### src/rtl/riscv_pkg.sv
// Shared constants and types for the integer pipeline: widths, ALU select codes,
// forwarding-source select and the ID/EX register layout.
package riscv_pkg;

  localparam int unsigned XLEN  = 32;
  localparam int unsigned RA_W  = 5;
  localparam int unsigned SEL_W = 6;

  localparam logic [SEL_W-1:0] ALU_NOP  = 6'b000000;
  localparam logic [SEL_W-1:0] ALU_ADD  = 6'b011100;
  localparam logic [SEL_W-1:0] ALU_ADDI = 6'b010011;

  typedef enum logic [1:0] {FWD_REG, FWD_MEM, FWD_WB} fwd_sel_e;

  typedef struct packed {
    logic             valid;
    logic [XLEN-1:0]  pc;
    logic [XLEN-1:0]  rs1_data;
    logic [XLEN-1:0]  rs2_data;
    logic [XLEN-1:0]  imm;
    logic [RA_W-1:0]  rs1_addr;
    logic [RA_W-1:0]  rs2_addr;
    logic [RA_W-1:0]  rd_addr;
    logic [SEL_W-1:0] alu_select;
    logic             use_imm;
    logic             reg_write;
    logic             mem_read;
  } ex_regs_t;

  // x0 is hardwired to zero, so a write to it must never be forwarded.
  function automatic logic fwd_hit(input logic [RA_W-1:0] rs, input logic [RA_W-1:0] rd,
                                   input logic we);
    return we && (rd == rs) && (rs != '0);
  endfunction

endpackage

### src/rtl/fwd_unit.sv
// Single-operand forwarding: picks MEM, then WB, then stored regfile data.
module fwd_unit
  import riscv_pkg::*;
(
  input  logic [RA_W-1:0] rs_addr,
  input  logic [XLEN-1:0] reg_data,
  input  logic [RA_W-1:0] mem_rd_addr,
  input  logic            mem_reg_write,
  input  logic [XLEN-1:0] mem_result,
  input  logic [RA_W-1:0] wb_rd_addr,
  input  logic            wb_reg_write,
  input  logic [XLEN-1:0] wb_result,
  output logic [XLEN-1:0] fwd_data
);

  fwd_sel_e sel;

  always_comb begin
    sel = FWD_REG;
    if (fwd_hit(rs_addr, mem_rd_addr, mem_reg_write)) begin
      sel = FWD_MEM;
    end else if (fwd_hit(rs_addr, wb_rd_addr, wb_reg_write)) begin
      sel = FWD_WB;
    end
  end

  always_comb begin
    fwd_data = reg_data;
    unique case (sel)
      FWD_MEM: fwd_data = mem_result;
      FWD_WB:  fwd_data = wb_result;
      default: fwd_data = reg_data;
    endcase
  end

endmodule

### src/rtl/id_ex_stage.sv
// ID/EX pipeline register with MEM/WB operand forwarding and load-use bubble
// insertion, feeding the ALU operands and select.
module id_ex_stage
  import riscv_pkg::*;
(
  input  logic             clk,
  input  logic             rst_n,
  input  logic             flush,
  input  logic             stall_in,
  input  logic             id_valid,
  output logic             id_ready,
  input  logic [XLEN-1:0]  id_pc,
  input  logic [XLEN-1:0]  id_rs1_data,
  input  logic [XLEN-1:0]  id_rs2_data,
  input  logic [XLEN-1:0]  id_imm,
  input  logic [RA_W-1:0]  id_rs1_addr,
  input  logic [RA_W-1:0]  id_rs2_addr,
  input  logic             id_rs1_used,
  input  logic             id_rs2_used,
  input  logic [RA_W-1:0]  id_rd_addr,
  input  logic [SEL_W-1:0] id_alu_select,
  input  logic             id_use_imm,
  input  logic             id_reg_write,
  input  logic             id_mem_read,
  input  logic [RA_W-1:0]  mem_rd_addr,
  input  logic             mem_reg_write,
  input  logic [XLEN-1:0]  mem_result,
  input  logic [RA_W-1:0]  wb_rd_addr,
  input  logic             wb_reg_write,
  input  logic [XLEN-1:0]  wb_result,
  output logic [XLEN-1:0]  ex_a,
  output logic [XLEN-1:0]  ex_b,
  output logic [XLEN-1:0]  ex_store_data,
  output logic [SEL_W-1:0] ex_alu_select,
  output logic [XLEN-1:0]  ex_pc,
  output logic [RA_W-1:0]  ex_rd_addr,
  output logic             ex_reg_write,
  output logic             ex_mem_read,
  output logic             ex_valid,
  output logic             load_use_stall
);

  ex_regs_t ex_q, ex_d, bubble;
  logic [XLEN-1:0] fwd_rs1, fwd_rs2;

  fwd_unit u_fwd_rs1 (
    .rs_addr       (ex_q.rs1_addr),
    .reg_data      (ex_q.rs1_data),
    .mem_rd_addr   (mem_rd_addr),
    .mem_reg_write (mem_reg_write),
    .mem_result    (mem_result),
    .wb_rd_addr    (wb_rd_addr),
    .wb_reg_write  (wb_reg_write),
    .wb_result     (wb_result),
    .fwd_data      (fwd_rs1)
  );

  fwd_unit u_fwd_rs2 (
    .rs_addr       (ex_q.rs2_addr),
    .reg_data      (ex_q.rs2_data),
    .mem_rd_addr   (mem_rd_addr),
    .mem_reg_write (mem_reg_write),
    .mem_result    (mem_result),
    .wb_rd_addr    (wb_rd_addr),
    .wb_reg_write  (wb_reg_write),
    .wb_result     (wb_result),
    .fwd_data      (fwd_rs2)
  );

  always_comb begin
    load_use_stall = ex_q.valid && ex_q.mem_read && (ex_q.rd_addr != '0) && id_valid &&
                     ((id_rs1_used && (ex_q.rd_addr == id_rs1_addr)) ||
                      (id_rs2_used && (ex_q.rd_addr == id_rs2_addr)));
    id_ready = !load_use_stall && !stall_in;
  end

  always_comb begin
    bubble            = '0;
    bubble.alu_select = ALU_NOP;

    ex_d = ex_q;
    if (flush) begin
      ex_d = bubble;
    end else if (stall_in) begin
      // Latch forwarded values so a producer retiring from WB mid-hold is not lost.
      ex_d.rs1_data = fwd_rs1;
      ex_d.rs2_data = fwd_rs2;
    end else if (load_use_stall) begin
      ex_d = bubble;
    end else begin
      ex_d.valid      = id_valid;
      ex_d.pc         = id_pc;
      ex_d.rs1_data   = id_rs1_data;
      ex_d.rs2_data   = id_rs2_data;
      ex_d.imm        = id_imm;
      ex_d.rs1_addr   = id_rs1_addr;
      ex_d.rs2_addr   = id_rs2_addr;
      ex_d.rd_addr    = id_rd_addr;
      ex_d.alu_select = id_alu_select;
      ex_d.use_imm    = id_use_imm;
      ex_d.reg_write  = id_reg_write && id_valid;
      ex_d.mem_read   = id_mem_read && id_valid;
    end
  end

  always_ff @(posedge clk or negedge rst_n) begin
    if (!rst_n) begin
      ex_q <= '0;
    end else begin
      ex_q <= ex_d;
    end
  end

  always_comb begin
    ex_a          = fwd_rs1;
    ex_b          = ex_q.use_imm ? ex_q.imm : fwd_rs2;
    ex_store_data = fwd_rs2;
    ex_alu_select = ex_q.alu_select;
    ex_pc         = ex_q.pc;
    ex_rd_addr    = ex_q.rd_addr;
    ex_reg_write  = ex_q.reg_write;
    ex_mem_read   = ex_q.mem_read;
    ex_valid      = ex_q.valid;
  end

endmodule

### config.mk
export PLATFORM = sky130hd
export DESIGN_NAME = id_ex_stage
export DESIGN_NICKNAME = d
export VERILOG_FILES = /design/src/rtl/riscv_pkg.sv /design/src/rtl/fwd_unit.sv /design/src/rtl/id_ex_stage.sv
export SDC_FILE = /design/constraint.sdc
export NUM_CORES = 1
export LEC_CHECK = 0
export ABC_AREA = 1
export CAP_MARGIN = 0
export CORE_MARGIN = 3
export CORE_UTILIZATION = 35
export CTS_CLUSTER_SIZE = 20
export DETAILED_ROUTE_END_ITERATION = 8
export GPL_TIMING_DRIVEN = 0
export PLACE_DENSITY = 0.66
export SLEW_MARGIN = 40
export SYNTH_ARGS = -nofsm -noshare
export SYNTH_HDL_FRONTEND = slang
export SYNTH_SLANG_ARGS = --single-unit
### constraint.sdc
create_clock -name clk -period 2.4 [get_ports clk]
set_input_delay 0.24 -clock clk [delete_from_list [all_inputs] [get_ports clk]]
set_output_delay 0.24 -clock clk [all_outputs]
set_load 0.1 [all_outputs]
==> flow_metrics.tcl, run 1 <==
set metrics [dict create \
    final_core_util 0.6800 \
    firstDrtPassIters 8 \
    hold_viol 0 \
    grt_start_max_net_pins 70 \
    start_kind "register" \
    routedWlPerCell_um 23.06 \
    fp.dieH_um 175.6 \
    wirelength_um 50410 \
    clockBufferDepth 2 \
    fin_nets 2025 \
    synth-compound-area-share 0.05543 \
    crit_path_end "ex_b[2]" \
    grt_use_total 0.2791 \
    root_buffer "clkbuf_16" \
    rsz0062_at_grt "true" \
    drt_iter0_markers 1316 \
    design.portCount 379 \
    via_count 11790 \
    portBuffers 378 \
    failed_checks "DRC, setup timing" \
    critPathMaxFanout 6 \
    first_global_vias 11090 \
    worstPathCellList "inv_4 -> nand2_1 -> nor2_4 -> nor2_8 -> buf_12 -> nand2_8 -> clkbuf_16 -> nand3_4 -> nand3_4 -> nand2_2 -> nand2_2 -> buf_12" \
    startpoint "ex_q[18]$_DFFE_PN0P_" \
    syn_area_mm2 0.01007 \
    fin_total_pwr_w 0.009593 \
    regArea_mm2 0.003842 \
    final.min_clock_period_ps 2704 \
    die_w_um 175.6 \
    ys_ff_latch 153 \
    finalSetupTns_ps -17610 \
    rows 61 \
    required_ps 2160 \
    die-area_mm2 0.03083 \
    synth_top_family_by_area "simple AND/OR/NAND/NOR gates" \
    timing.final.crit_share 1.127 \
    start_util 0.3584 \
    synthMuxAreaShare 0 \
    fin_skew_ps 21.10 \
    clock_latency_ps 440 \
    worstRegToRegCells 15 \
    grt_pass1_wl_um 66520 \
    postRouteAntennaNets 0 \
    p_per_area_mw_per_mm2 502.3 \
    synthCells 1282 \
    regToRegEndpoint "ex_q[108]$_DFF_PN0_" \
    yosysWarnings 0 \
    ff2ff_setup_slack_ps 170 \
    gr-total-overflow 0 \
    synth_fp_nets 1517 \
    coreArea_mm2 0.02809 \
    synth-adder-area-share 0 \
    slowest_stage "dfrtp_2" \
    cpLargestDelayFamily "simple AND/OR/NAND/NOR gates" \
    ys_seq_area_frac 0.3803 \
    multiInputGateArea_mm2 0.006843 \
    fmax_mhz 369.8 \
    ys_types 28 \
    cts_tree "built" \
    synth_xor_area_frac 0.005220 \
    critPathKind "reg2out" \
    drv_cap 0 \
    r2r-start "ex_q[21]$_DFFE_PN0P_" \
    hpwlAfterDp_um 32770 \
    slowest_delay_ps 480 \
    max-slew-margin-rel 0.4527 \
    path_buf_inv 4 \
    cts.clk_slew.worst_paths_ps 80 \
    drive_gt1_frac 0.4093 \
    numCtsBuffers 17 \
    hold_path_class "in2async" \
    setup_ws_ps -304.5 \
    num-fill-cells 2089 \
    critical_path_depth 12 \
    p_leak_nw 8.665 \
    via_per_inst 5.392 \
    drc 1 \
    antenna_found_initial 5 \
    avgSynthCellArea_um2 7.853 \
    worst_pin_slew_ps 821.0 \
    outcome "finished, violations left" \
    setup_viol 96 \
    end_kind "output pin" \
    cts_sinks 153 \
    area_delta_synth_final_pct 89.71 \
    h-tree-depth 4 \
    fin_hold_ws_ps 243.3 \
    synthSimpleGateAreaFrac 0.4525 \
    cp_data_arrival_time_ps 2460 \
    routabilityCongestion 0.9078 \
    ir_drop_mv 0.3909 \
    slew_viol_final 0 \
]
stage by stage:
stage	worst slack, ps	area [um^2]	cells
after floorplan	11.74	10390	1282
after global placement	-5496	14640	2038
after detailed placement	-328.8	13980	2040
after CTS	-161.8	17410	2127
after global routing	-360.0	19100	2186
final	-304.5	19100	2186
timing repair:
action	CTS	global route
setup endpoints to repair	98	98
cloned	11	11
endpoints found under the hold margin	38	0
gates resized for setup	535	216
hold buffers	1	0
pin swaps	28	106
buffers inserted	44	51
flip-flops by register name (all words and copies together) (netlist names):
name / flops
ex_valid: 1
ex_alu_select: 6
ex_q: 107
ex_mem_read: 1
ex_rd_addr: 5
ex_pc: 32
ex_reg_write: 1
cell families after synthesis:
| kind of cell | Yosys count |
|---|---|
| flops | 153 |
| simple gates | 849 |
| compound gates | 92 |
| xor+xnor | 6 |
| buf+inv | 182 |
layout make-up:
cell class | instances | area share
multi-input cells | 950 | 0.3583
repair buffers | 491 | 0.3159
flip-flops and latches | 153 | 0.2012
plain buffers | 136 | 0.05850
well taps | 378 | 0.02476
clock buffers | 17 | 0.02227
clock inverters | 15 | 0.01009
inverters | 41 | 0.008320
diodes | 5 | 0.0006551
synthesized netlist by cell type:
master	instances	area [um^2]
nand2_1	481	1805
dfrtp_1	153	3829
nand3_2	152	1521
nand3_1	112	560.5
nand4_1	68	425.4
o21ai_0	59	295.3
buf_4	52	390.4
clkbuf_1	42	157.7
inv_1	29	108.9
o21ai_2	25	219.0
buf_2	23	115.1
nor2_1	20	75.07
buf_6	19	214.0
inv_2	9	33.78
nor2_4	6	67.56
o21ai_1	5	25.02
xor2_1	5	43.79
nand2_2	4	25.02
buf_1	3	11.26
clkinv_1	3	11.26
a21oi_1	2	10.01
buf_8	2	30.03
nand2_4	2	22.52
nor2_2	2	12.51
a21oi_2	1	8.760
nand2_8	1	20.02
nor2_8	1	20.02
xnor2_1	1	8.760
worst register-to-register path: cells and delay by family (launching register included):
| family | cells | cell delay (ps) |
|---|---|---|
| buffers and inverters | 7 | 910 |
| and+or+nand+nor | 8 | 750 |
| DFF | 1 | 460 |
worst min-delay path by stage:
stage                              start                      endpoint  slack [ps]  cells after the start
detailed placement                 rst_n  ex_alu_select[0]$_DFFE_PN0P_         140                      1
global route                       rst_n  ex_alu_select[0]$_DFFE_PN0P_         290                      2
CTS                                rst_n  ex_alu_select[0]$_DFFE_PN0P_         250                      2
floorplan                          rst_n  ex_alu_select[0]$_DFFE_PN0P_         -60                      0
finish                             rst_n  ex_alu_select[0]$_DFFE_PN0P_         240                      2
global placement    ex_q[34]$_DFFE_PN0P_          ex_q[34]$_DFFE_PN0P_         470                      2
where the power goes:
| part | switching [W] | total [W] | internal, W |
|---|---|---|---|
| Combinational | 0.00243 | 0.00388 | 0.00145 |
| Sequential | 0.000116 | 0.00284 | 0.00273 |
| Clock | 0.00136 | 0.00287 | 0.00151 |
cells in the final DEF, fill, tap and decap left out, drive strengths merged, types with 3 or more instances in the layout:
master           n
dfrtp          153
inv             48
clkdlybuf4s50  233
o21ai           89
clkbuf          69
buf            341
xor2             5
nand2          491
a21oi            3
nand4           68
diode            5
clkinv           7
nand3          264
nor2            29
routing by layer:
metal	GRT usage	up-vias	wire, um	part of all wire
met3	0.06636	222	4124	0.082
met4	0.1052	0	2934	0.058
met1	0.3438	5573	18450	0.37
met5	0	-	0	0
met2	0.4746	751	24900	0.49
li1	-	5242	-	-
No activity file was read; power rests on OpenSTA's default activity.
==> run 2: changes to the inputs <==
- MAX_ROUTING_LAYER: default -> met4
- SLEW_MARGIN: 40 -> default
==> run 2 against run 1 <==
The run ends with setup timing left. Worst hold slack better by 22 ps. Power down 0.42%. Critical path depth is 1 higher. Non-clock buffer count decreased by 7. Sequential share of layout area down 0.062 points. Cell count is 0.41% lower. Global-route usage up 0.11 points. Register-to-register slack improved by 60 ps. Clock skew decreased by 8.4 ps. Critical endpoint is now ex_b[29].
==> flow_metrics.tcl, run 2 (same netlist as run 1, synthesis figures left out) <==
set metrics [dict create \
    outcome "finished, violations left" \
    failed_checks "setup timing" \
    portBuffers 378 \
    h-tree-depth 4 \
    hold_path_class "in2async" \
    worst_pin_slew_ps 1038 \
    die_w_um 175.6 \
    numCtsBuffers 17 \
    top_layer "met4" \
    drive_gt1_frac 0.3870 \
    drc 0 \
    num-fill-cells 2107 \
    dpl.cell_count 2039 \
    coreArea_mm2 0.02809 \
    slew_viol_final 0 \
    area_delta_synth_final_pct 90.17 \
    via_count 11720 \
    hold_viol 0 \
    finalSetupTns_ps -9345 \
    grt_use_total 0.2802 \
    cts_tree "built" \
    design.portCount 379 \
    start_util 0.3584 \
    firstDrtPassIters 5 \
    antenna_found_initial 3 \
    fin_cells 2177 \
    setup_viol 90 \
    die-area_mm2 0.03083 \
    regToRegEndpoint "ex_q[101]$_DFF_PN0_" \
    critPathKind "reg2out" \
    p_leak_nw 8.551 \
    ir_drop_mv 0.4118 \
    rsz0062_at_grt "true" \
    drv_cap 0 \
    clockBufferDepth 2 \
    final.min_clock_period_ps 2571 \
    final_core_util 0.6816 \
    drt_iter0_markers 1376 \
    end_kind "output pin" \
    clock_latency_ps 430 \
    grt_pass1_wl_um 64600 \
    fin_skew_ps 12.67 \
    timing.final.crit_share 1.071 \
    startpoint "ex_q[18]$_DFFE_PN0P_" \
    ff2ff_setup_slack_ps 230 \
    setup_ws_ps -170.9 \
    via_per_inst 5.384 \
    worstRegToRegCells 14 \
    gr-total-overflow 0 \
    grt_start_max_net_pins 114 \
    cts_sinks 153 \
    largest_register_ffs 107 \
    start_kind "register" \
    final_cell_mix "nand2_1 (414), clkdlybuf4s50_1 (275), dfrtp_1 (144)" \
    required_ps 2160 \
    max-slew-margin-rel 0.3060 \
    wirelength_um 49380 \
    fp.dieH_um 175.6 \
    critPathMaxFanout 10 \
    p_per_area_mw_per_mm2 499.0 \
    cts.clk_slew.worst_paths_ps 80 \
    first_global_vias 10690 \
    cp_data_arrival_time_ps 2330 \
    fin_total_pwr_w 0.009553 \
    met3WireLength_um 4015 \
    fin_nets 2018 \
    final_common_cell "nand2_1" \
    rows 61 \
    routedWlPerCell_um 22.68 \
    fmax_mhz 389.0 \
    root_buffer "clkbuf_16" \
    drt-met1-wl_um 18440 \
    met2_length_um 24350 \
    top_register "ex_q" \
    hpwlAfterDp_um 32860 \
    r2r-start "ex_q[23]$_DFFE_PN0P_" \
    routabilityCongestion 0.9060 \
    fin_hold_ws_ps 265.0 \
    postRouteAntennaNets 0 \
]
-- run 2: changes by cell type in the layout (fill, tap and decap cells not counted), sizes merged --
cell	previous run	this run
buf	341	290
bufinv	1	2
clkbuf	69	67
clkdlybuf4s50	233	275
clkinv	7	6
clkinvlp	0	1
diode	5	3
dlygate4sd2	0	1
dlymetal6s2s	0	3
inv	48	47
-- run 2: critical path, cell delays in order, from the launching register on --
cell     delay, ps
dfrtp_2        470
inv_4          100
nand2_1         50
nand2_1         60
nand2_2         90
nor2_8         130
buf_12         160
nand2_8        100
buf_12         160
nand3_2         90
nand3_4        130
nand2_2        100
nand2_2         70
buf_12         170
-- run 2: per-layer routing --
layer	global-route usage	up-vias
li1	-	5232
met5	-	-
met3	0.06507	180
met1	0.3404	5607
met4	0.08545	0
met2	0.4650	703
-- run 2: cell type report --
cell class	count	area, um^2	area share
Antenna cell	3	7.507	0.0003921
Buffer	140	1191	0.06222
Clock buffer	17	425.4	0.02222
Clock inverter	15	177.7	0.009280
Inverter	41	156.4	0.008169
Multi-Input combinational cell	950	6880	0.3594
Sequential cell	153	3840	0.2006
Tap cell	378	473.0	0.02470
Timing Repair Buffer	480	5993	0.3131
-- run 2: stage by stage --
step / setup slack, ps / instance area, um^2
3_3_place_gp: -5526 / 14640
6_report: -170.9 / 19140
4_1_cts: -147.6 / 17190
5_1_grt: -255.8 / 19140
2_1_floorplan: 11.74 / 10390
3_5_place_dp: -1022 / 14680
-- run 2: worst max-delay path by stage --
stage	end	cells past startpoint
CTS	ex_b[12]	11
global route	ex_b[29]	13
global placement	ex_q[108]$_DFF_PN0_	1
floorplan	load_use_stall	6
detailed placement	ex_b[27]	13
finish	ex_b[29]	13
-- run 2: power breakdown --
group / switching (W) / internal (W) / total (W) / leakage, nW
combinational: 0.00241 / 0.00146 / 0.00386 / 6.23
sequential: 0.000112 / 0.00273 / 0.00284 / 2.02
clock: 0.00127 / 0.00158 / 0.00285 / 0.298
total: 0.00379 / 0.00576 / 0.00955 / 8.55
-- run 2: timing repair --
item / in CTS / in global routing
cloned: 9 / 10
pin swaps: 38 / 73
endpoints found under the hold margin: 40 / 0
hold buffers: 1 / 0
setup endpoints to repair: 101 / 100
gates resized for setup: 988 / 254
buffers inserted: 38 / 46
